$ cat config.mk
export PLATFORM = sky130hd
export DESIGN_NAME = voice_mixer
export DESIGN_NICKNAME = d
export VERILOG_FILES = /design/src/rtl/voice_mixer.sv
export SDC_FILE = /design/constraint.sdc
export NUM_CORES = 1
export LEC_CHECK = 0
export CORE_MARGIN = 2
export CORE_UTILIZATION = 50
export DETAILED_ROUTE_END_ITERATION = 10
export PLACE_DENSITY = 0.73
export SLEW_MARGIN = 20
export SYNTH_ARGS = -nofsm -noshare
export SYNTH_HDL_FRONTEND = slang
export SYNTH_SLANG_ARGS = --single-unit
$ cat constraint.sdc
create_clock -name clk -period 5.55 [get_ports clk]
set_input_delay 0.555 -clock clk [delete_from_list [all_inputs] [get_ports clk]]
set_output_delay 0.555 -clock clk [all_outputs]
set_load 0.005 [all_outputs]
$ cat src/rtl/voice_mixer.sv
// N-voice sample mixer: collects one sample per active voice each frame, sums them and divides
// by the active-voice count with a bit-serial restoring divider.
module voice_mixer #(
  parameter int unsigned NUM_VOICES = 4,
  parameter int unsigned SAMPLE_W   = 9
) (
  input  logic                           clk,
  input  logic                           reset,
  input  logic                           sample_now,
  input  logic [NUM_VOICES-1:0]          active,
  input  logic [NUM_VOICES-1:0]          done_in,
  input  logic [NUM_VOICES*SAMPLE_W-1:0] sample_in,
  output logic [SAMPLE_W-1:0]            mix_out,
  output logic                           ready,
  output logic                           missed,
  output logic                           busy
);

  localparam int unsigned SUM_W = SAMPLE_W + $clog2(NUM_VOICES);
  localparam int unsigned CNT_W = $clog2(SUM_W + NUM_VOICES + 1);
  localparam logic [CNT_W-1:0] AccLast = CNT_W'(NUM_VOICES - 1);
  localparam logic [CNT_W-1:0] DivLast = CNT_W'(SUM_W - 1);

  typedef enum logic [2:0] {StIdle, StCollect, StAccum, StDivide, StOutput} state_e;

  state_e                    state_q, state_d;
  logic [NUM_VOICES-1:0]     mask_q, mask_d;
  logic [NUM_VOICES-1:0]     got_q, got_d;
  logic [SAMPLE_W-1:0]       samp_q [NUM_VOICES];
  logic [SAMPLE_W-1:0]       samp_d [NUM_VOICES];
  logic [SUM_W-1:0]          sum_q, sum_d;
  logic [SUM_W-1:0]          rem_q, rem_d;
  logic [CNT_W-1:0]          cnt_q, cnt_d;
  logic                      pending_q, pending_d;
  logic [SAMPLE_W-1:0]       mix_q, mix_d;

  logic [SUM_W-1:0]          divisor;
  logic [SUM_W:0]            rem_shift;
  logic [SUM_W:0]            rem_diff;
  logic                      quo_bit;

  always_comb begin
    divisor = '0;
    for (int i = 0; i < NUM_VOICES; i++) begin
      divisor = divisor + {{(SUM_W-1){1'b0}}, mask_q[i]};
    end
  end

  // Remainder never reaches 2^SUM_W, so the borrow bit of the difference is the compare result.
  assign rem_shift = {rem_q, sum_q[SUM_W-1]};
  assign rem_diff  = rem_shift - {1'b0, divisor};
  assign quo_bit   = ~rem_diff[SUM_W];

  always_comb begin
    state_d   = state_q;
    mask_d    = mask_q;
    got_d     = got_q;
    samp_d    = samp_q;
    sum_d     = sum_q;
    rem_d     = rem_q;
    cnt_d     = cnt_q;
    pending_d = pending_q;
    mix_d     = mix_q;
    missed    = 1'b0;

    unique case (state_q)
      StIdle: begin
        if (sample_now) begin
          mask_d = active;
          got_d  = '0;
          for (int i = 0; i < NUM_VOICES; i++) begin
            if (active[i] && done_in[i]) begin
              samp_d[i] = sample_in[i*SAMPLE_W +: SAMPLE_W];
              got_d[i]  = 1'b1;
            end
          end
          if (active == '0) begin
            mix_d   = '0;
            state_d = StOutput;
          end else begin
            state_d = StCollect;
          end
        end
      end

      StCollect: begin
        for (int i = 0; i < NUM_VOICES; i++) begin
          if (mask_q[i] && done_in[i]) begin
            samp_d[i] = sample_in[i*SAMPLE_W +: SAMPLE_W];
            got_d[i]  = 1'b1;
          end
        end
        sum_d = '0;
        cnt_d = '0;
        if (((got_q | done_in) & mask_q) == mask_q) begin
          // A frame start coinciding with completion still opens the next frame.
          if (sample_now) pending_d = 1'b1;
          if (mask_q == '0) begin
            mix_d   = '0;
            state_d = StOutput;
          end else begin
            state_d = StAccum;
          end
        end else if (sample_now) begin
          missed    = 1'b1;
          pending_d = 1'b1;
          state_d   = StAccum;
        end
      end

      StAccum: begin
        for (int i = 0; i < NUM_VOICES; i++) begin
          if (cnt_q == i[CNT_W-1:0] && mask_q[i] && got_q[i]) begin
            sum_d = sum_q + {{(SUM_W-SAMPLE_W){1'b0}}, samp_q[i]};
          end
        end
        if (cnt_q == AccLast) begin
          cnt_d   = '0;
          rem_d   = '0;
          state_d = StDivide;
        end else begin
          cnt_d = cnt_q + CNT_W'(1);
        end
      end

      StDivide: begin
        sum_d = {sum_q[SUM_W-2:0], quo_bit};
        rem_d = quo_bit ? rem_diff[SUM_W-1:0] : rem_shift[SUM_W-1:0];
        if (cnt_q == DivLast) begin
          mix_d   = sum_d[SAMPLE_W-1:0];
          state_d = StOutput;
        end else begin
          cnt_d = cnt_q + CNT_W'(1);
        end
      end

      StOutput: begin
        if (pending_q) begin
          pending_d = 1'b0;
          mask_d    = active;
          got_d     = '0;
          state_d   = StCollect;
        end else begin
          state_d = StIdle;
        end
      end

      default: state_d = StIdle;
    endcase
  end

  always_ff @(posedge clk) begin
    if (reset) begin
      state_q   <= StIdle;
      mask_q    <= '0;
      got_q     <= '0;
      sum_q     <= '0;
      rem_q     <= '0;
      cnt_q     <= '0;
      pending_q <= 1'b0;
      mix_q     <= '0;
      for (int i = 0; i < NUM_VOICES; i++) begin
        samp_q[i] <= '0;
      end
    end else begin
      state_q   <= state_d;
      mask_q    <= mask_d;
      got_q     <= got_d;
      sum_q     <= sum_d;
      rem_q     <= rem_d;
      cnt_q     <= cnt_d;
      pending_q <= pending_d;
      mix_q     <= mix_d;
      samp_q    <= samp_d;
    end
  end

  assign mix_out = mix_q;
  assign ready   = (state_q == StOutput);
  assign busy    = (state_q != StIdle);

endmodule

==> reports/metrics.cfg <==
[status]
status = completed

[sta]
skew_ns = 0.00739
maxClockFrequency_mhz = 259
finalSetupViolCount = 0
drv_slew = 0
tightest_slew_ns = 0.936
finalCriticalPeriod_ns = 3.86
setup_slack_ns = 1.69
fin_setup_tns_ns = 0
relSlewSlack = 0.373
finalHoldViolations = 0
rsz0062_at_grt = false
min_period_over_period = 0.696

[setup_path]
path_class = reg -> reg
cp_max_fo = 8
crit_chain = fa_1 > fa_1 > inv_1 > fa_1 > ha_1 > a211oi_2 > a31oi_1 > nor4_1 > xor2_1 > a22o_1
worst_path_largest_cell_delay_ns = 0.51
required_ns = 5.82
cp_top_family = adder cells
path_common_cell = fa_1
worst_path_max_delay_cell = dfxtp_1
startpoint_type = flip-flop
cp.arrival_ns = 4.13
path_buf_inv = 1
end_kind = flip-flop

[global_route]
grt_max_degree = 69
grt_first_pass_wirelength_mm = 18.8
antenna_found_initial = 0
grt_overflow = 0
grt_pass1_vias = 3903
grt.total_usage = 0.229

[run]
cap_violations = 0

[finish]
fin_area_sq_um = 5530
multi_input_area_sq_um = 2890
layout_common_cells = 83 x dfxtp_1, 78 x nor2_1, 57 x clkdlybuf4s50_1
seqCellArea_sq_um = 1660
insertedDiodeCount = 0
final_common_cell = dfxtp_1
drive_gt1_frac = 0.0709
fin_cells = 703
nFillCells = 796
nets = 654
syn2layout_area_growth_pct = 17.1

[floorplan]
die_height_um = 101
core_sq_um = 9200
initial_utilization = 0.514
die_w_um = 101
dieArea_sq_um = 10200
rows = 35
io_pins = 59

[synth]
ys_seq_elements = 83
synthAdderAreaFrac = 0.0625
yosysTopAreaCell = dfxtp_1
synth.area.mux_share = 0.121
synth_compound_area_frac = 0.204
synth.avg_cell_area_sq_um = 8.73
synth-xor-area-share = 0.0185
synth_cell_types = 72
yosys_most_used_dff = dfxtp_1
synth_area_leaders = dfxtp_1 35%, mux2i_1 12%, nor2_1 6.2%
yosys.area.top_type_share = 0.352
async_flop_share = 0
synth_edf_count = 0
syn_nets = 608
synth-seq-area-share = 0.352
synth_cells = 541
yosys_warnings = 0
synth_area_sq_um = 4720
synth_simple_gate_area_frac = 0.204
synth_top_family_by_area = simple AND/OR/NAND/NOR gates

[place]
dp.cells = 687
dp_hpwl_mm = 8.44
place_congestion = 0.909
numPortBuffers = 58
placed_area_sq_um = 5350
pre_cts_ws_ns = 1.74

[drt]
wire_per_inst_um = 16.1
postRouteAntennaNets = 0
firstDrtPassIters = 5
route.detailed.drc = 0
via_count = 4144
viasPerCell = 5.89
drt_first_iter_violations = 271
wl_mm = 11.3

[clock_tree]
postCtsResizedCells = 0
clk_pin_slew_ns = 0.09
cts_tree = done
post_cts_buffers = 0
clkLatencyLatePin_ns = 0.37
clockBufferDepth = 2
cts_buffers = 9
root_buffer = clkbuf_8
ctsHtreeMaxLevel = 3
clkSinkCount = 83
cts_hold_buf = 0

[pwr]
powerDensity_nw_per_um2 = 337
finalPower_mw = 1.86
p_leak_nw = 2.14
ir_worst_vdd_mv = 0.209

[hold_path]
hp-class = reg -> reg

==> registers in the layout, indices dropped and copies added, names as in the netlist <==
signal and flops:
state_q 3, samp_q 36, mask_q 4, pending_q 1, got_q 4, cnt_q 4, mix_out 9, rem_q 11
sum_q 11
==> synthesized netlist by cell type (3+ instances only) <==
cell       number
o21ai_0        20
a22oi_1         3
and4_1          3
nor3_1         10
nand3_1         3
inv_1          18
a31oi_1         3
ha_1           14
o31ai_1         4
nand2b_1        6
buf_2           9
and2_1          3
nand4_1         5
and3_1         11
nor2_1         78
mux2i_1        56
a21oi_1        27
o2bb2ai_1       3
clkbuf_1       13
o21a_1          3
xnor2_1         6
a211oi_1       13
dfxtp_1        83
o211ai_1        6
xor2_1          4
a21o_1         11
a22o_1         16
fa_1            6
or2_2           8
nand2_1        43
==> worst min-delay path, delay by kind of cell (launching register included) <==
kind / cells / cell delay [ns]
AOI/OAI and AO/OA: 1 / 0.05
DFF: 1 / 0.32
and+or+nand+nor: 1 / 0.05
==> worst paths after layout <==
kind                            slack (ns)                    start                      end  cells past startpoint
worst max-delay path                  1.69   mask_q[2]$_SDFFE_PP0P_    rem_q[6]$_SDFFE_PP0P_                     10
worst min-delay path                  0.46  mix_out[3]$_SDFFE_PP0P_  mix_out[3]$_SDFFE_PP0P_                      2
worst max register to register        1.69   mask_q[2]$_SDFFE_PP0P_    rem_q[6]$_SDFFE_PP0P_                     10
worst min register to register        0.46  mix_out[3]$_SDFFE_PP0P_  mix_out[3]$_SDFFE_PP0P_                      2
==> kinds of logic after synthesis <==
group / Yosys count
buffers and inverters: 44
muxes: 57
xor gates and xnor gates: 10
AOI/OAI and AO/OA: 134
and+or+nand+nor: 193
DFF: 83
adders and majority gates: 20
==> area by class of cell <==
class | count | area share
Clock buffer | 9 | 0.0224
Sequential cell | 83 | 0.300
Clock inverter | 7 | 0.0109
Tap cell | 111 | 0.0251
Timing Repair Buffer | 60 | 0.107
Multi-Input combinational cell | 414 | 0.522
Inverter | 19 | 0.0129
==> per-stage QoR <==
| stage | utilization | hold slack (ns) |
|---|---|---|
| after global placement | 0.582 | 0.437 |
| after floorplan | - | 0.448 |
| final | 0.602 | 0.456 |
| after CTS | 0.602 | 0.457 |
| after detailed placement | 0.582 | 0.445 |
| after global routing | 0.602 | 0.471 |
==> report_power, final <==
part | internal, mW | total [mW] | leakage (nW) | switching (mW)
combinational | 0.313 | 0.735 | 1.38 | 0.422
clock | 0.169 | 0.415 | 0.0908 | 0.245
sequential | 0.653 | 0.713 | 0.672 | 0.0607
total | 1.13 | 1.86 | 2.14 | 0.728
==> layer usage <==
metal / track usage / share of wire / vias up
met5: 0 / 0 / -
met4: 0.0790 / 0.016 / 0
met3: 0.0380 / 0.055 / 14
met2: 0.357 / 0.45 / 128
met1: 0.321 / 0.48 / 1946
li1: - / - / 2056
(Power assumes the default switching activity.)
